`src/rtl/mealy_output_collector.sv`:
```
// Packs the serial detector output into WIDTH-bit words, counts the 1s per
// word and keeps a saturating running total of all consumed detections.
module mealy_output_collector #(
    parameter int WIDTH  = 8,
    parameter int CNT_W  = 16,
    parameter int ONES_W = $clog2(WIDTH + 1)
) (
    input  logic              clk,
    input  logic              rst,
    input  logic              y,
    input  logic              y_valid,
    output logic              y_ready,
    output logic [WIDTH-1:0]  word,
    output logic [ONES_W-1:0] ones,
    output logic              word_valid,
    input  logic              word_ready,
    output logic [CNT_W-1:0]  total_ones,
    output logic              overflow
);

    localparam int BIT_W = $clog2(WIDTH);
    localparam logic [BIT_W-1:0] LAST_BIT = BIT_W'(WIDTH - 1);
    localparam logic [CNT_W-1:0] TOTAL_MAX = '1;

    logic [WIDTH-2:0]  sh_q, sh_d;
    logic [BIT_W-1:0]  bit_cnt_q, bit_cnt_d;
    logic [ONES_W-1:0] run_ones_q, run_ones_d;
    logic [WIDTH-1:0]  word_q, word_d;
    logic [ONES_W-1:0] ones_q, ones_d;
    logic              word_valid_q, word_valid_d;
    logic [CNT_W-1:0]  total_q, total_d;
    logic              overflow_q, overflow_d;

    logic              at_last;
    logic              acc;
    logic              complete;
    logic              hs;
    logic [WIDTH-1:0]  shifted;
    logic [CNT_W:0]    sum;

    // Only the closing bit of a word can be refused, and only while the
    // previous word is still waiting for its consumer.
    assign at_last  = (bit_cnt_q == LAST_BIT);
    assign y_ready  = !at_last || !word_valid_q || word_ready;
    assign acc      = y_valid && y_ready;
    assign complete = acc && at_last;
    assign hs       = word_valid_q && word_ready;
    assign shifted  = {sh_q, y};
    assign sum      = {1'b0, total_q} + (CNT_W + 1)'(ones_q);

    always_comb begin
        sh_d       = sh_q;
        bit_cnt_d  = bit_cnt_q;
        run_ones_d = run_ones_q;

        if (acc) begin
            if (at_last) begin
                bit_cnt_d  = '0;
                run_ones_d = '0;
            end else begin
                sh_d       = shifted[WIDTH-2:0];
                bit_cnt_d  = bit_cnt_q + BIT_W'(1);
                run_ones_d = run_ones_q + ONES_W'(y);
            end
        end
    end

    always_comb begin
        word_d       = word_q;
        ones_d       = ones_q;
        word_valid_d = word_valid_q;
        total_d      = total_q;
        overflow_d   = overflow_q;

        if (hs) begin
            word_valid_d = 1'b0;
            // The carry bit of the widened sum means the total would wrap.
            if (sum[CNT_W]) begin
                total_d    = TOTAL_MAX;
                overflow_d = 1'b1;
            end else begin
                total_d = sum[CNT_W-1:0];
            end
        end

        if (complete) begin
            word_d       = shifted;
            ones_d       = run_ones_q + ONES_W'(y);
            word_valid_d = 1'b1;
        end
    end

    always_ff @(posedge clk or negedge rst) begin
        if (!rst) begin
            sh_q         <= '0;
            bit_cnt_q    <= '0;
            run_ones_q   <= '0;
            word_q       <= '0;
            ones_q       <= '0;
            word_valid_q <= 1'b0;
            total_q      <= '0;
            overflow_q   <= 1'b0;
        end else begin
            sh_q         <= sh_d;
            bit_cnt_q    <= bit_cnt_d;
            run_ones_q   <= run_ones_d;
            word_q       <= word_d;
            ones_q       <= ones_d;
            word_valid_q <= word_valid_d;
            total_q      <= total_d;
            overflow_q   <= overflow_d;
        end
    end

    assign word       = word_q;
    assign ones       = ones_q;
    assign word_valid = word_valid_q;
    assign total_ones = total_q;
    assign overflow   = overflow_q;

endmodule

```
`config.mk`:
```
export PLATFORM = sky130hd
export DESIGN_NAME = mealy_output_collector
export DESIGN_NICKNAME = d
export VERILOG_FILES = /design/src/rtl/mealy_output_collector.sv
export SDC_FILE = /design/constraint.sdc
export NUM_CORES = 1
export LEC_CHECK = 0
export ABC_AREA = 1
export CAP_MARGIN = 5
export CORE_MARGIN = 8
export CORE_UTILIZATION = 60
export CTS_BUF_LIST = sky130_fd_sc_hd__clkbuf_4 sky130_fd_sc_hd__clkbuf_8
export DETAILED_ROUTE_END_ITERATION = 8
export PLACE_DENSITY = 0.88
export SLEW_MARGIN = 20
export SYNTH_ARGS = -nofsm -noshare
export SYNTH_HDL_FRONTEND = slang
export SYNTH_SLANG_ARGS = --single-unit
```
`constraint.sdc`:
```
create_clock -name clk -period 3 [get_ports clk]
set_input_delay 0.3 -clock clk [delete_from_list [all_inputs] [get_ports clk]]
set_output_delay 0.3 -clock clk [all_outputs]
set_load 0.01 [all_outputs]
```
== Yosys cells after proc, flatten, opt, wreduce, memory -nomap -nowiden ==
Index checks and enable logic that the tools add are counted.

* Add/subtract/negate cells: 3
* Eq/ne operators: 1
* Mux-type cells: 5
* Bitwise logic cells: 1
* Reduce and logical (&&, ||, !) cells: 10

{| class="wikitable"
|+ Operators by type and width
! kind !! number
|-
| $add A16 B4 Y17 || 1
|-
| $mux W16 || 1
|-
| $add A4 B1 Y4 || 1
|-
| $mux W4 || 1
|-
| $reduce_and A2 Y1 || 2
|-
| $add A3 B1 Y3 const B || 1
|-
| $eq A3 B3 Y1 const B || 1
|-
| $logic_and A1 B1 Y1 || 3
|-
| $mux W3 || 1
|-
| $logic_not A1 Y1 || 2
|-
| $logic_or A1 B1 Y1 || 2
|-
| $mux W1 || 2
|-
| $reduce_bool A2 Y1 || 1
|-
| $not A1 Y1 || 1
|}

* Bits in registers: 44
* Input port bits: 5
* Output and inout bits: 31
* Logic and storage cells: 28

== Longest topological paths before layout ==
* Depth in word-level cells: 7
* Depth in mapped cells: 10
* Depth with buffers taken out: 10

== Worst setup path before layout ==
OpenSTA, ideal clock, no wires.

* Path type: register to register
* Start: register ones_q[0], in the netlist ones[0]
* End: register total_q[8], in the netlist total_ones[8]
* Setup time: 0.120 ns
* Arrival: 1.680 ns
* Data required time: 2.880 ns
* Path slack: 1.199 ns
* Cell stages (with the launch flop): 11
* Path buffers: 0
* Period minus slack after synthesis: 1.801 ns
* Cells stage by stage: dfrtp_1 > ha_1 > fa_1 > inv_1 > nor2_2 > nor2_2 > nor2_8 > nand2_1 > nand2_1 > o21ai_1 > nand2_1

* Word-level cells in the longest chain between the ends: 2

{| class="wikitable"
|+ Ends and longest elaborated chain
! item !! line !! text
|-
| start: declaration || 29 || <nowiki>logic [ONES_W-1:0] ones_q, ones_d;</nowiki>
|-
| start signal: assignment || 108 || <nowiki>ones_q <= ones_d;</nowiki>
|-
| $add A16 B4 Y17 || 49 || <nowiki>assign sum = {1'b0, total_q} + (CNT_W + 1)'(ones_q);</nowiki>
|-
| $mux W16 || 78 || <nowiki>if (sum[CNT_W]) begin</nowiki>
|-
| end signal: assignment || 110 || <nowiki>total_q <= total_d;</nowiki>
|-
| end: declaration || 31 || <nowiki>logic [CNT_W-1:0] total_q, total_d;</nowiki>
|}

No other way between the ends.
A chain may end at the register's enable or synchronous reset.

== Worst setup path in the final report ==
* Start: register bit_cnt_q[0]
* End: output y_ready

* Word-level cells in the longest chain between the ends: 4

{| class="wikitable"
|+ Ends and longest elaborated chain
! item !! line !! text
|-
| start: declaration || 26 || <nowiki>logic [BIT_W-1:0] bit_cnt_q, bit_cnt_d;</nowiki>
|-
| start signal: assignment || 105 || <nowiki>bit_cnt_q <= bit_cnt_d;</nowiki>
|-
| $eq A3 B3 Y1 || 43 || <nowiki>assign at_last = (bit_cnt_q == LAST_BIT);</nowiki>
|-
| $logic_not A1 Y1 || 44 || <nowiki>assign y_ready = !at_last || !word_valid_q || word_ready;</nowiki>
|-
| $logic_or A1 B1 Y1 (2 in a row) || 44 ||
|-
| end: declaration || 12 || <nowiki>output logic y_ready,</nowiki>
|}

No other way between the ends.

==> run summary <==
The synthesized area per cell came out at 8.33 µm². In the layout the commonest cells are sky130_fd_sc_hd__nand2_1, sky130_fd_sc_hd__dfrtp_1, sky130_fd_sc_hd__clkdlybuf4s50_1. The critical-path cell with the highest stage delay is sky130_fd_sc_hd__clkdlybuf4s50_1. The register bit count reported by yosys is 44.

The power density of the placed cells came out at 789 mW/mm². After synthesis, the netlist uses 27 different library cells. Buffers inserted to repair hold after CTS numbered 0. The initial antenna violation count is 0. The final number of hold-violating endpoints came out at 0. The number of buffers created by CTS came out at 5. The die span in x is 78.0 µm. Using the TritonRoute via totals, the vias-per-cell ratio works out to 5.37. STA classifies the critical path endpoint as a primary output.

The number of setup violations in the final report is 0. The finished cells cover 0.00278 mm². The worst setup margin came out at 956 ps. The global placement routability congestion is 0.937. The cell repeated most along the worst path is sky130_fd_sc_hd__ha_1.

The area share of the leading cell type in the synthesized netlist came out at 47.7%. The final standard cell utilization of the core came out at 75.3%. The final max-slew violation count was 0. From synthesis to final layout, the design area changed by 20.4%. The quantity of I/O buffers inserted on ports is 35. In the final design database the tool counted 329 nets.

Counting I/O delays and the setup requirement, the final critical path takes 2040 ps. The setup TNS is 0 ps. The library cell used most frequently in the layout, excluding fill and tap cells, is sky130_fd_sc_hd__nand2_1. The post-cts repair resize count is 0. The clock reaches the later pin of the worst-skew pair after 300 ps.

The number of maximum-capacitance violations is 0. The overall overflow remaining after global route came out at 0. The repair_antennas step left the layout with diodes totalling 0. The flow ran to the end, and the final reports show no timing, DRC or antenna violations.

The transition time of the tightest slew-check pin came out at 943 ps. The routed length per placed instance came out at 13.9 µm. The via count is 1943. In this run the register-to-register setup slack is 1100 ps. The tree built by TritonCTS fans out to 44 sinks. The maximum net fanout on the critical path is 4.

The post-synthesis cell count came out at 277. The initial standard-cell utilization of the core came out at 62.6%. Walking the worst path, the cells encountered are ha_1 -> ha_1 -> nand2_1 -> clkdlybuf4s50_1. Global routing used 17.4% of the available tracks. The maximum vdd drop came out at 0.000594 V. The synthesized net count is 291. Sorting the synthesized cells by area gives the leading types as sky130_fd_sc_hd__dfrtp_1, sky130_fd_sc_hd__nand2_1, sky130_fd_sc_hd__inv_1.

The setup slack after placement is 1030 ps. The tightest min-delay check is of the input pin to async pin type. The number of global-route vias before repair is 1925.

The maximum clock insertion buffer count came out at 2. At the worst endpoint, the required time is 2700 ps. The final-layout fill cell count came out at 277.

For this run, the register share of the synthesized area comes to 47.7%. The leakage power is 0.00135 µW. The final layout contains routed wiring with a total length of 5040 µm. The overall die area is 0.00609 mm². The cell chosen for the clock root is sky130_fd_sc_hd__clkbuf_8. Timing would allow up to 489 MHz. The startpoint type of the worst setup path is a flop. TritonCTS built the clock tree.

The area inside the core boundary is 0.00369 mm². At the worst endpoint, the arrival time is 1740 ps. The top-level port count came out at 36. For this run, the number of Yosys warnings is 0.

The headroom to the max-slew limit is 37.1%. Setup repair after global routing left no endpoint under its margin. Summing every instance area after synthesis gives 0.00231 mm². The first-pass iteration count of the detailed router came out at 4. The vertical die dimension is 78.0 µm.

The number of buffers added for setup after CTS came out at 0. The residual antenna-violating net count after detailed routing is 0. The period utilization is 68.1%. After detailed routing, the number of remaining DRC violations is 0.

Clock skew on the completed layout was measured at 9.71 ps. The stage delay of the slowest cell on the critical path is 530 ps. The kind of critical path is flop to primary output.

The area of placed instances came out at 0.00268 mm². The H-tree depth came out at 2. The wire-length estimate of the detail-placed layout is 3710 µm. The row count is 22. The fraction of final layout cells with drive strength greater than 1 came out at 9.55%.

The largest net degree at the start of global routing is 45. The first-pass GRT wire length is 8710 µm. The clock transition time at the flip-flop clock pins of the worst setup and hold paths is 70 ps. The first routing iteration left 191 violations. The largest area contributor in the synthesized netlist is sky130_fd_sc_hd__dfrtp_1.
## layer usage
layer,routed length [µm],share of wire (%),global-route usage (%),vias up
met2,2520,50,29.9,52
li1,-,-,-,958
met3,305,6.1,4.67,7
met4,68,1.3,5.74,0
met5,0,0,0,-
met1,2150,43,20.8,926
## worst paths after layout
| kind | startpoint | end | cells past startpoint |
|---|---|---|---|
| worst max-delay path | bit_cnt_q[0] | y_ready | 4 |
| worst min register to register | overflow | overflow | 2 |
| max in group asynchronous | rst | overflow | 1 |
| worst max register to register | ones[0] | total_ones[5] | 8 |
| worst min-delay path | rst | bit_cnt_q[2] | 1 |
| min in group clk | overflow | overflow | 2 |
## area by class of cell
class	instances	area (µm²)	share of cell area, %
Inverter	33	124	4.46
Clock inverter	1	30.0	1.08
Timing Repair Buffer	35	345	12.4
Sequential cell	44	1100	39.6
Multi-Input combinational cell	196	1050	37.7
Clock buffer	5	68.8	2.48
Tap cell	48	60.1	2.16
## kinds of logic (layout without fill, tap and decap cells)
logic type               after synthesis  count (layout)  synth area share (%)
XOR/XNOR                               3               3                  1.14
buffers and inverters                 37              74                  6.83
adder cells (fa/ha/maj)                9               9                  5.21
AND/OR/NAND/NOR                      154             154                  30.7
flip-flops                            44              44                  47.7
AO/OA/AOI/OAI                         30              30                  8.41
## power breakdown
part           switching, µW  internal, µW  total (µW)
clock network            193           239         432
registers                141           765         907
logic                    462           391         853
## cells in the mapped netlist
master                     number
sky130_fd_sc_hd__nand2_1       86
sky130_fd_sc_hd__dfrtp_1       44
sky130_fd_sc_hd__inv_1         33
sky130_fd_sc_hd__nand3_1       24
sky130_fd_sc_hd__nor2_1        20
sky130_fd_sc_hd__o21ai_0       14
sky130_fd_sc_hd__o21ai_2       10
sky130_fd_sc_hd__ha_1           8
sky130_fd_sc_hd__nand3b_1       6
sky130_fd_sc_hd__nand4_1        5
sky130_fd_sc_hd__a21oi_1        4
sky130_fd_sc_hd__nand2_2        4
sky130_fd_sc_hd__nor2_2         4
sky130_fd_sc_hd__xor2_1         2
sky130_fd_sc_hd__a21boi_2       1
sky130_fd_sc_hd__buf_2          1
sky130_fd_sc_hd__buf_6          1
sky130_fd_sc_hd__clkbuf_1       1
sky130_fd_sc_hd__clkbuf_8       1
sky130_fd_sc_hd__fa_1           1
sky130_fd_sc_hd__nand3_2        1
sky130_fd_sc_hd__nand3_4        1
sky130_fd_sc_hd__nor2_4         1
sky130_fd_sc_hd__nor2_8         1
sky130_fd_sc_hd__nor3_1         1
sky130_fd_sc_hd__o21ai_1        1
sky130_fd_sc_hd__xnor2_1        1
## worst max-delay path, delay by kind of cell, from the launching register on
family	cells	cell delay (ps)
buf+inv	1	530
flops	1	400
simple gates	1	90
fa+ha+maj	2	440
## flip-flops by register name, indices dropped and copies added (netlist names)
register	count
overflow	1
word	8
sh_q	7
total_ones	16
bit_cnt_q	3
ones	4
run_ones_q	4
word_valid	1
## stage by stage
stage	cells	power, µW	hold slack, ps
3_5_place_dp	356	1770	457
6_report	362	2190	142
2_1_floorplan	277	1410	4.41
5_1_grt	362	2350	233
4_1_cts	362	2210	179
3_3_place_gp	356	1730	454
No activity file was read; power rests on OpenSTA's default activity.
==> patch 1: new RTL, same settings <==
Take the reset off `word_q` and load it in a clocked block of its own.
--- a/src/rtl/mealy_output_collector.sv
+++ b/src/rtl/mealy_output_collector.sv
@@ -95,7 +95,6 @@
             sh_q         <= '0;
             bit_cnt_q    <= '0;
             run_ones_q   <= '0;
-            word_q       <= '0;
             ones_q       <= '0;
             word_valid_q <= 1'b0;
             total_q      <= '0;
@@ -104,12 +103,15 @@
             sh_q         <= sh_d;
             bit_cnt_q    <= bit_cnt_d;
             run_ones_q   <= run_ones_d;
-            word_q       <= word_d;
             ones_q       <= ones_d;
             word_valid_q <= word_valid_d;
             total_q      <= total_d;
             overflow_q   <= overflow_d;
         end
+    end
+
+    always_ff @(posedge clk) begin
+        word_q <= word_d;
     end
 
     assign word       = word_q;
Function: differs if rst is asserted again (counterexample within 10 cycles, from zero or initial values and one cycle with rst low); with rst held inactive, the same outputs for 10 cycles.
==> patch 1 against the unedited design <==
Register-to-register slack lost 0.12 ns; design area decreased by 0.63%; sequential power down 4.2%; power shrank 16%; setup slack got worse by 0.033 ns; routed wire length shrank 3.1%; area after synthesis down 2.6%; sequential cell count stayed put; fmax fell by 1.6%; critical endpoint unchanged; largest cell class unchanged.
==> patch 1: results (changes against the unedited design) <==
GP Congestion: 0.905 (was 0.937)
Maximum number of pins on one net before global-route repair: 37 (was 45)
Post-synth EDFFs: 8 (was 0)
R2r endpoint: total_ones[7]$_DFFE_PN0P_ (was total_ones[5]$_DFFE_PN0P_)
HPWL after DPL: 3530 um (was 3710 um)
Initial antenna violation count: 0 (unchanged)
H-tree depth: 2 (unchanged)
Skew final: 0.00626 ns (was 0.00971 ns)
Vias in the first global route: 1831 (was 1925)
Largest register FFs: 16 (unchanged)
N_diodes: 0 (unchanged)
Wire per inst: 14.7 um (was 13.9 um)
Reg2reg setup slack: 0.98 ns (was 1.10 ns)
Worst Tran Pin Value: 0.482 ns (was 0.943 ns)
Num CTS Buffers: 5 (unchanged)
# Post-CTS Setup Buffers: 0 (unchanged)
Hold Path Class: in -> async (unchanged)
Clk_lat worst skew: 0.30 ns (about the same)
Port Buf Inserts: 35 (unchanged)
Synth cell count leaders: 70 x nand2_1, 36 x dfrtp_1, 24 x inv_1, 21 x nand3_1, 13 x nor2_1 (was 86 x nand2_1, 44 x dfrtp_1, 33 x inv_1, 24 x nand3_1, 20 x nor2_1)
DRT Pass-1 Iters: 4 (unchanged)
Main synth FF type: dfrtp_1 (unchanged)
Slowest cell delay on critical path: 0.53 ns (about the same)
Clk buf depth: 2 (unchanged)
Worst reg-to-reg path cell count: 8 (unchanged)
Reg clk slew, reported paths: 0.08 ns
Yosys warning count: 0 (unchanged)
Crit path max-delay family: buffers and inverters (unchanged)
Critical path's slowest cell: clkdlybuf4s50_1 (unchanged)
Netlist cell types: 30 (was 27)
RR Startpoint: ones[0]$_DFFE_PN0P_ (unchanged)
Nets: 298 (was 329)
Ratio of cells with drive above 1 in the final layout: 14.0% (was 9.55%)
WP data arrival: 1.78 ns (was 1.74 ns)
Status: finished, final reports clean (unchanged)
Vias per inst: 5.35 (was 5.37)
Lkg Pwr: 1.33 nW (was 1.35 nW)
Crit Path Max Fanout: 4 (unchanged)
Seq/Total Area, Yosys: 50.8% (was 47.7%)
Critical path startpoint: bit_cnt_q[0]$_DFFE_PN0P_ (unchanged)
Syn nets: 258 (was 291)
First DRT Iteration DRCs: 109 (was 191)
Cells taking the most area after synthesis: dfrtp_1 40%, nand2_1 12%, edfxtp_1 11% (was dfrtp_1 48%, nand2_1 14%, inv_1 5.4%)
Root Buffer: clkbuf_8 (unchanged)
Global-route wire length before repair: 8360 um (was 8710 um)
Worst vdd ir: 543 uV (was 594 uV)
GR Util All Layers: 17.1% (was 17.4%)
Fraction of registers with async set/reset: 81.8% (was 100%)
Post-CTS Resized: 0 (unchanged)
Crit path to: y_ready (unchanged)
patch 1: how the worst min path moves through the flow:
| stage | startpoint | endpoint | slack [ns] | cells past startpoint |
|---|---|---|---|---|
| global placement | sh_q[5]$_DFFE_PN0P_ | word[6]$_DFFE_PP_ | 0.43 | 0 |
| global route | rst | run_ones_q[3]$_DFFE_PN0P_ | 0.44 | 2 |
| floorplan | rst | bit_cnt_q[0]$_DFFE_PN0P_ | 0.004 | 0 |
| finish | rst | run_ones_q[3]$_DFFE_PN0P_ | 0.41 | 2 |
| detailed placement | sh_q[5]$_DFFE_PN0P_ | word[6]$_DFFE_PP_ | 0.44 | 0 |
| CTS | rst | bit_cnt_q[2]$_DFFE_PN0P_ | 0.42 | 2 |
patch 1: cell type report:
cell class              instances  area (um2)
inverters                      28         105
multi-input cells             169         980
fillers                       254         873
clock inverters                 3        47.5
well taps                      48        60.1
flip-flops and latches         44        1140
clock buffers                   5        68.8
repair buffers                 36         358
patch 1: where the power goes:
group	switching (mW)	total (mW)	internal, mW	leakage, nW
sequential	0.114	0.869	0.755	0.524
clock	0.203	0.453	0.250	0.0583
combinational	0.281	0.525	0.244	0.746
patch 1: stage by stage:
| stage | hold slack, ns | worst slack, ns | area [um2] | instances |
|---|---|---|---|---|
| 2_1_floorplan | 0.00441 | 1.19 | 2250 | 244 |
| 3_3_place_gp | 0.430 | 1.05 | 2640 | 325 |
| 3_5_place_dp | 0.443 | 1.03 | 2640 | 325 |
| 4_1_cts | 0.421 | 0.905 | 2760 | 333 |
| 5_1_grt | 0.443 | 0.860 | 2760 | 333 |
| 6_report | 0.409 | 0.923 | 2760 | 333 |
patch 1: cells by family after synthesis:
family / count (synthesis) / synth area share, %
AO/OA/AOI/OAI: 18 / 4.40
multiplexers: 5 / 2.51
XOR/XNOR: 3 / 1.17
AND/OR/NAND/NOR: 134 / 30.2
buffers and inverters: 31 / 5.62
flip-flops: 44 / 50.8
adder cells (fa/ha/maj): 9 / 5.35
patch 1: layer usage:
layer | vias to the layer above | part of all wire (%) | GRT usage [%]
met5 | - | 0 | 0
met4 | 0 | 1.9 | 8.30
met3 | 8 | 5.8 | 5.01
met2 | 48 | 50 | 27.9
met1 | 847 | 43 | 20.1
li1 | 877 | - | -
==> patch 2: new RTL, same flow settings <==
Made on the original files. Change the parameter `WIDTH` from 8 to 16.
--- a/src/rtl/mealy_output_collector.sv
+++ b/src/rtl/mealy_output_collector.sv
@@ -1,7 +1,7 @@
 // Packs the serial detector output into WIDTH-bit words, counts the 1s per
 // word and keeps a saturating running total of all consumed detections.
 module mealy_output_collector #(
-    parameter int WIDTH  = 8,
+    parameter int WIDTH  = 16,
     parameter int CNT_W  = 16,
     parameter int ONES_W = $clog2(WIDTH + 1)
 ) (
Ports: changed (resized ones and word); port bits go from 36 to 45. No check against the original RTL was run, so the function may have changed too.
==> patch 2 against the unedited design <==
Area after synthesis grew 36%; highest routed layer unchanged; sequential share of layout area grew 1.8 points; sequential cell count grew 19; setup slack lost 0.18 ns; power grew 28%; routed wire length grew 32%; clock power grew 75%; design area grew 37%.
==> patch 2: results (changes against the unedited design) <==
Status: finished, final reports clean (unchanged)
Synth Area in XOR/XNOR: 1.39% (was 1.14%)
Num CTS Buffers: 9 (was 5)
Hold buffer count at cts: 1 (was 0)
Global-route wire length before repair: 11000 um (was 8710 um)
Lkg Pwr: 1.84 nW (was 1.35 nW)
GR Util All Layers: 18.2% (was 17.4%)
Cells taking the most area after synthesis: dfrtp_1 50%, nand2_1 9.5%, nand3_1 5.9% (was dfrtp_1 48%, nand2_1 14%, inv_1 5.4%)
Seq/Total Area, Yosys: 50.1% (was 47.7%)
Area share of fa/ha/maj cells after synthesis: 3.81% (was 5.21%)
DRT Pass-1 Iters: 5 (was 4)
Synth Area in Compound Gates: 10.1% (was 8.41%)
# fillers: 371 (was 277)
Crit path to: total_ones[7]$_DFFE_PN0P_ (was y_ready)
Vias in the first global route: 2465 (was 1925)
Nets: 410 (was 329)
Placed instance count: 454 (was 356)
Reg2reg setup slack: 0.77 ns (was 1.10 ns)
Syn nets: 363 (was 291)
Slew headroom: 49.2% (was 37.1%)
Hold WS: 0.443 ns (was 0.142 ns)
Wire length on met2: 3250 um (was 2520 um)
Placed inst area: 3580 um2 (was 2680 um2)
Place WS: 0.788 ns (was 1.03 ns)
Comb. pwr: 0.811 mW (was 0.853 mW)
Netlist cell types: 29 (was 27)
Skew final: 0.00795 ns (was 0.00971 ns)
Worst vdd ir: 607 uV (was 594 uV)
Critical path's slowest cell: nand3_1 (was clkdlybuf4s50_1)
WL met1: 2910 um (was 2150 um)
Port Buf Inserts: 44 (was 35)
Met3 wire length: 357 um (was 305 um)
Sequential Power Share: 44.2% (was 41.4%)
WP data arrival: 2.42 ns (was 1.74 ns)
Switching pwr: 0.919 mW (was 0.796 mW)
Slowest cell delay on critical path: 0.45 ns (was 0.53 ns)
GP Congestion: 0.883 (was 0.937)
Vias per inst: 5.28 (was 5.37)
Wire per inst: 14.2 um (was 13.9 um)
Ratio of cells with drive above 1 in the final layout: 15.5% (was 9.55%)
==> patch 2: changes by cell type after synthesis, moves of 7 or more <==
| cell | change |
|---|---|
| nand3_1 | +13 |
| nand2_2 | +16 |
| o21ai_2 | +9 |
| dfrtp_1 | +19 |
| nor2_1 | -7 |
| inv_1 | +11 |
| o21ai_0 | +8 |
==> patch 2: layer usage <==
layer,up-vias,track usage [%]
met3,15,5.57
met2,81,29.7
li1,1220,-
met5,-,0
met1,1164,21.6
met4,0,8.14
==> patch 2: cell type report <==
class	count	area [um2]	share of cell area (%)
flip-flops and latches	63	1580	41.5
clock buffers	12	159	4.18
multi-input cells	229	1300	34.3
clock inverters	3	42.5	1.12
repair buffers	46	453	11.9
well taps	70	87.6	2.30
inverters	47	179	4.71
==> patch 2: cell families after synthesis <==
| family | after synthesis |
|---|---|
| AO/OA/AOI/OAI | 48 |
| XOR/XNOR | 5 |
| adder cells (fa/ha/maj) | 9 |
| buffers and inverters | 57 |
| flip-flops | 63 |
| AND/OR/NAND/NOR | 167 |
